<file path="config.mk">
export PLATFORM = sky130hd
export DESIGN_NAME = spi_receiver_flat
export DESIGN_NICKNAME = d
export VERILOG_FILES = /design/src/rtl/spi_receiver_if.sv /design/src/rtl/spi_receiver.sv /design/src/flat_wrapper.sv
export SDC_FILE = /design/constraint.sdc
export NUM_CORES = 1
export LEC_CHECK = 0
export CAP_MARGIN = 20
export CORE_MARGIN = 3
export CORE_UTILIZATION = 47
export DETAILED_ROUTE_END_ITERATION = 8
export PLACE_DENSITY = 0.73
export SYNTH_ARGS = -nofsm -noshare
export SYNTH_HDL_FRONTEND = slang
export SYNTH_SLANG_ARGS = --single-unit
</file>
<file path="constraint.sdc">
create_clock -name clock -period 1.6 [get_ports clock]
set_clock_uncertainty 0.1 [all_clocks]
set_input_delay 0.24 -clock clock [delete_from_list [all_inputs] [get_ports clock]]
set_output_delay 0.24 -clock clock [all_outputs]
set_load 0.02 [all_outputs]
</file>
<file path="src/rtl/spi_receiver_if.sv">
// SPI receive-side bus: the stimulus generator drives ss/sclk/miso (master),
// and spi_receiver returns the received word and frame status (slave).
interface spi_receiver_if #(
    parameter int unsigned bitcount = 16
) ();
    logic                ss;
    logic                sclk;
    logic                miso;
    logic [bitcount-1:0] data;
    logic                complete;
    logic                error;
    logic                busy;

    modport master (
        output ss, sclk, miso,
        input  data, complete, error, busy
    );

    modport slave (
        input  ss, sclk, miso,
        output data, complete, error, busy
    );
endinterface

</file>
<file path="src/rtl/spi_receiver.sv">
// Deserialising SPI receiver: samples miso on the configured sclk edge while ss is
// active and reports the word plus complete/error once the frame closes.
module spi_receiver #(
    parameter int unsigned bitcount      = 16,
    parameter bit          ss_polarity   = 1'b0,
    parameter bit          sclk_polarity = 1'b0,
    parameter bit          sclk_phase    = 1'b0,
    parameter bit          msb_first     = 1'b1
) (
    input logic           clock,
    input logic           reset,
    spi_receiver_if.slave bus
);
    localparam int unsigned   CW       = $clog2(bitcount + 1) + 1;
    localparam logic [CW-1:0] CNT_FULL = CW'(bitcount);
    localparam logic [CW-1:0] CNT_SAT  = CW'(bitcount + 1);

    typedef enum logic {
        IDLE,
        ACTIVE
    } state_t;

    state_t              state_q, state_d;
    logic                sclk_q, sclk_d;
    logic [bitcount-1:0] shift_q, shift_d;
    logic [bitcount-1:0] data_q, data_d;
    logic [CW-1:0]       cnt_q, cnt_d;
    logic                complete_q, complete_d;
    logic                error_q, error_d;
    logic                busy_q, busy_d;

    logic                ss_act;
    logic                sclk_n;
    logic                rise;
    logic                fall;
    logic                sample_edge;
    logic [bitcount-1:0] shift_src;
    logic [bitcount-1:0] shifted;

    assign ss_act      = ss_polarity ? bus.ss : ~bus.ss;
    assign sclk_n      = sclk_polarity ? ~bus.sclk : bus.sclk;
    assign rise        = sclk_n & ~sclk_q;
    assign fall        = ~sclk_n & sclk_q;
    assign sample_edge = (sclk_phase ? fall : rise) & ss_act;

    // An edge in the activation cycle shifts into a freshly cleared register.
    assign shift_src = (state_q == IDLE) ? '0 : shift_q;
    assign shifted   = msb_first ? {shift_src[bitcount-2:0], bus.miso}
                                 : {bus.miso, shift_src[bitcount-1:1]};

    always_comb begin
        state_d    = state_q;
        sclk_d     = sclk_n;
        shift_d    = shift_q;
        data_d     = data_q;
        cnt_d      = cnt_q;
        complete_d = complete_q;
        error_d    = error_q;
        case (state_q)
            IDLE: begin
                if (ss_act) begin
                    state_d    = ACTIVE;
                    complete_d = 1'b0;
                    error_d    = 1'b0;
                    shift_d    = '0;
                    cnt_d      = '0;
                    if (sample_edge) begin
                        shift_d = shifted;
                        cnt_d   = CW'(1);
                    end
                end
            end
            ACTIVE: begin
                if (!ss_act) begin
                    state_d = IDLE;
                    if (cnt_q == CNT_FULL) begin
                        data_d     = shift_q;
                        complete_d = 1'b1;
                    end else begin
                        error_d = 1'b1;
                    end
                end else if (sample_edge) begin
                    shift_d = shifted;
                    // Saturate one past full so any overrun stays distinguishable.
                    if (cnt_q != CNT_SAT) begin
                        cnt_d = cnt_q + 1'b1;
                    end
                end
            end
            default: state_d = IDLE;
        endcase
        busy_d = (state_d == ACTIVE);
    end

    always_ff @(posedge clock) begin
        if (reset) begin
            state_q    <= IDLE;
            sclk_q     <= 1'b0;
            shift_q    <= '0;
            data_q     <= '0;
            cnt_q      <= '0;
            complete_q <= 1'b0;
            error_q    <= 1'b0;
            busy_q     <= 1'b0;
        end else begin
            state_q    <= state_d;
            sclk_q     <= sclk_d;
            shift_q    <= shift_d;
            data_q     <= data_d;
            cnt_q      <= cnt_d;
            complete_q <= complete_d;
            error_q    <= error_d;
            busy_q     <= busy_d;
        end
    end

    assign bus.data     = data_q;
    assign bus.complete = complete_q;
    assign bus.error    = error_q;
    assign bus.busy     = busy_q;
endmodule
</file>
<file path="src/flat_wrapper.sv">
// flat-port wrapper written by rule: the top's interface ports become plain ports
module spi_receiver_flat 
#(
    parameter int unsigned bitcount      = 16,
    parameter bit          ss_polarity   = 1'b0,
    parameter bit          sclk_polarity = 1'b0,
    parameter bit          sclk_phase    = 1'b0,
    parameter bit          msb_first     = 1'b1
)
  (clock, reset, bus_ss, bus_sclk, bus_miso, bus_data, bus_complete, bus_error, bus_busy);
  spi_receiver_if #(.bitcount(bitcount)) bus_i ();
  input logic clock;
  input logic reset;
  input wire logic [$bits(bus_i.ss)-1:0] bus_ss;
  input wire logic [$bits(bus_i.sclk)-1:0] bus_sclk;
  input wire logic [$bits(bus_i.miso)-1:0] bus_miso;
  output wire logic [$bits(bus_i.data)-1:0] bus_data;
  output wire logic [$bits(bus_i.complete)-1:0] bus_complete;
  output wire logic [$bits(bus_i.error)-1:0] bus_error;
  output wire logic [$bits(bus_i.busy)-1:0] bus_busy;
  assign bus_i.ss = bus_ss;
  assign bus_i.sclk = bus_sclk;
  assign bus_i.miso = bus_miso;
  assign bus_data = bus_i.data;
  assign bus_complete = bus_i.complete;
  assign bus_error = bus_i.error;
  assign bus_busy = bus_i.busy;
  spi_receiver #(.bitcount(bitcount), .ss_polarity(ss_polarity), .sclk_polarity(sclk_polarity), .sclk_phase(sclk_phase), .msb_first(msb_first)) u_core (.clock(clock), .reset(reset), .bus(bus_i));
endmodule
</file>
==> results.cfg <==
[cts]
cts_root_buf = clkbuf_4
cts_num_sinks = 42
cts_buffers = 5
clkTransAtPathRegs_ns = 0.13
clk_path_buf_depth = 2
htreeDepth = 2
tritoncts = built
clock_latency_ns = 0.34

[floorplan]
num_rows = 20
core-area_um2 = 3200
boundaryPins = 24
die_w_um = 65.1
die_area_um2 = 4240
die_h_um = 65.1
start_util_pct = 51.3

[final_layout]
final_cells = 257
layout_commonest_cell = dfxtp_1
final_cell_mix = dfxtp_1, nand2_1, nor2_1
drive_gt1_share_pct = 17.4
num_antenna_cells = 0
finalNetCount = 220
areaGrowthSynthToFinish_pct = 26.3

[sta]
fmax_mhz = 657
setup_viol = 0
finalHoldViolations = 0
rsz0062_at_grt = true
maxSlewHeadroom_pct = 79.1
tightest_slew_ns = 0.312
slew_viol_final = 0
fin_crit_ns = 1.52
post-route-period-util_pct = 95.1
tns_ns = 0

[placement]
io_buffers = 23
dpl.hpwl_um = 2380
routabilityCongestion = 0.874
placed_cells_incl_taps = 246

[logic_synthesis]
synth_cell_type_count = 30
yosysWarnings = 0
synth_cells = 180
ys_seq_area_share_pct = 51.1
synth_nets = 188
syn_area_per_cell_um2 = 9.13
ys_ff_latch = 42
synth_area_um2 = 1640

[critical_path]
path_cells = inv_1, ha_1, o21a_1, a221oi_4, mux2i_1, nor2_1
endpoint_kind = flip-flop
critPathBufInv = 1
worstPathArrival_ns = 1.65
cpMaxStageDelayCell = dfxtp_2
cp-start-kind = flip-flop
critPathTopFamily = compound AO/OA/AOI/OAI gates
crit_fanout = 2
critical_path.max_stage_delay_ns = 0.35
crit_required_ns = 1.73
regToRegStartpoint = u_core.cnt_q[1]
crit_type = reg -> reg
setup.worst_path.start = u_core.cnt_q[1]

[hold_path]
hp-start = u_core.bus.data[0]
worstHoldPathType = reg -> reg

[detailed_routing]
vias = 1343
post_drt_wl_per_cell_um = 13.1
wirelength_um = 3370
drc = 0
dr.first_iter.drc_count = 57
first_pass_iters = 4
vias_per_cell = 5.23
ant_nets = 0

[power_and_ir_drop]
irDropWorstVdd_mv = 0.677
power_density_nw_per_um2 = 807
p_leak_nw = 0.806

[global_route]
grt_overflow = 0
grt_pass1_wl_um = 6090
grt_max_degree = 38
antenna_found_initial = 0
grt_use_total_pct = 18.4
grt_pass1_vias = 1327

[run_status]
status = completed

[run]
maxCapViolCount = 0
[worst paths after layout]
path	endpoint	slack, ns	depth (start not counted)
min	u_core.bus.data[0]	0.36	2
max reg2reg	u_core.cnt_q[0]	0.08	6
min reg2reg	u_core.bus.data[0]	0.36	2
max	u_core.cnt_q[0]	0.08	6
[cell families after synthesis]
family                   after synthesis  share of synthesized area (%)
flip-flops                            42                           51.1
multiplexers                           2                           1.22
buffers and inverters                 16                           5.33
AND/OR/NAND/NOR                       68                           19.0
adder cells (fa/ha/maj)                3                           2.28
AO/OA/AOI/OAI                         46                           19.4
XOR/XNOR                               3                           1.60
[flip-flops by register name, indices dropped and copies added (netlist names)]
name,count
u_core.bus.complete,1
u_core.bus.data,16
u_core.state_q,1
u_core.sclk_q,1
u_core.cnt_q,6
u_core.bus.error,1
u_core.shift_q,16
[worst min-delay path, cell delays in order, from the launching register on]
cell	delay, ns
dfxtp_1	0.33
nand2_1	0.05
a21oi_1	0.05
[stage by stage]
stage | hold WS [ns] | util, % | cell area (um^2) | power (mW) | setup WS (ns)
5_1_grt | 0.386 | 64.8 | 2080 | 1.76 | 0.00582
3_5_place_dp | 0.351 | 61.4 | 1970 | 1.19 | -0.239
2_1_floorplan | 0.268 | - | 1640 | 1.15 | 0.112
6_report | 0.361 | 64.8 | 2080 | 1.68 | 0.0789
3_3_place_gp | 0.343 | 61.4 | 1970 | 1.19 | -0.154
4_1_cts | 0.365 | 62.7 | 2010 | 1.69 | 0.0319
[area by class of cell]
type	count	area, um^2
fillers	308	1130
flip-flops and latches	42	847
multi-input cells	122	749
repair buffers	38	359
well taps	44	55.1
clock buffers	6	41.3
clock inverters	2	13.8
inverters	3	11.3
[Yosys cell counts]
master     instances  area (um^2)
a2111o_1           1         11.3
a21o_1             1         7.51
buf_8              1         15.0
nand2_1           35          131
and4_1             1         8.76
buf_6              1         11.3
ha_1               3         37.5
xnor2_1            3         26.3
nor3b_2            1         12.5
a211oi_1           1         7.51
nor4b_4            1         23.8
or2_2              1         6.26
a22oi_1           16          120
o21ai_0            2         10.0
nand4b_1           1         8.76
dfxtp_1           42          841
a21oi_2            3         26.3
mux2i_1            2         20.0
nor2b_1            1         6.26
nand2b_1           2         12.5
nor2_1            24         90.1
buf_2              7         35.0
clkbuf_1           4         15.0
a2111oi_2          1         15.0
a221oi_2           1         15.0
o2bb2ai_1          1         8.76
a21oi_1           18         90.1
o21a_1             1         7.51
nand4_2            1         12.5
inv_1              3         11.3
[layer usage]
metal,global-route usage (%),vias to the layer above,share of wire [%]
met5,0,-,0
met4,6.99,0,1.1
met3,4.44,5,5.2
met2,29.9,34,48
met1,23.5,626,46
li1,-,678,-
[what timing repair did]
item / 4_1_cts / 5_1_grt
setup buffers: 1 / 2
resized for setup: 20 / 13
hold endpoints to repair: 0 / 0
setup endpoints to repair: 21 / 20
pin swaps: 1 / 2
hold buffers: 0 / 0
[power by group]
group | leakage [nW] | internal, mW | total, mW | switching (mW)
sequential | 0.341 | 1.05 | 1.06 | 0.00717
combinational | 0.433 | 0.0522 | 0.120 | 0.0674
clock | 0.0322 | 0.173 | 0.499 | 0.327
total | 0.806 | 1.28 | 1.68 | 0.401
Note: power is estimated with default switching activity, not from simulation.
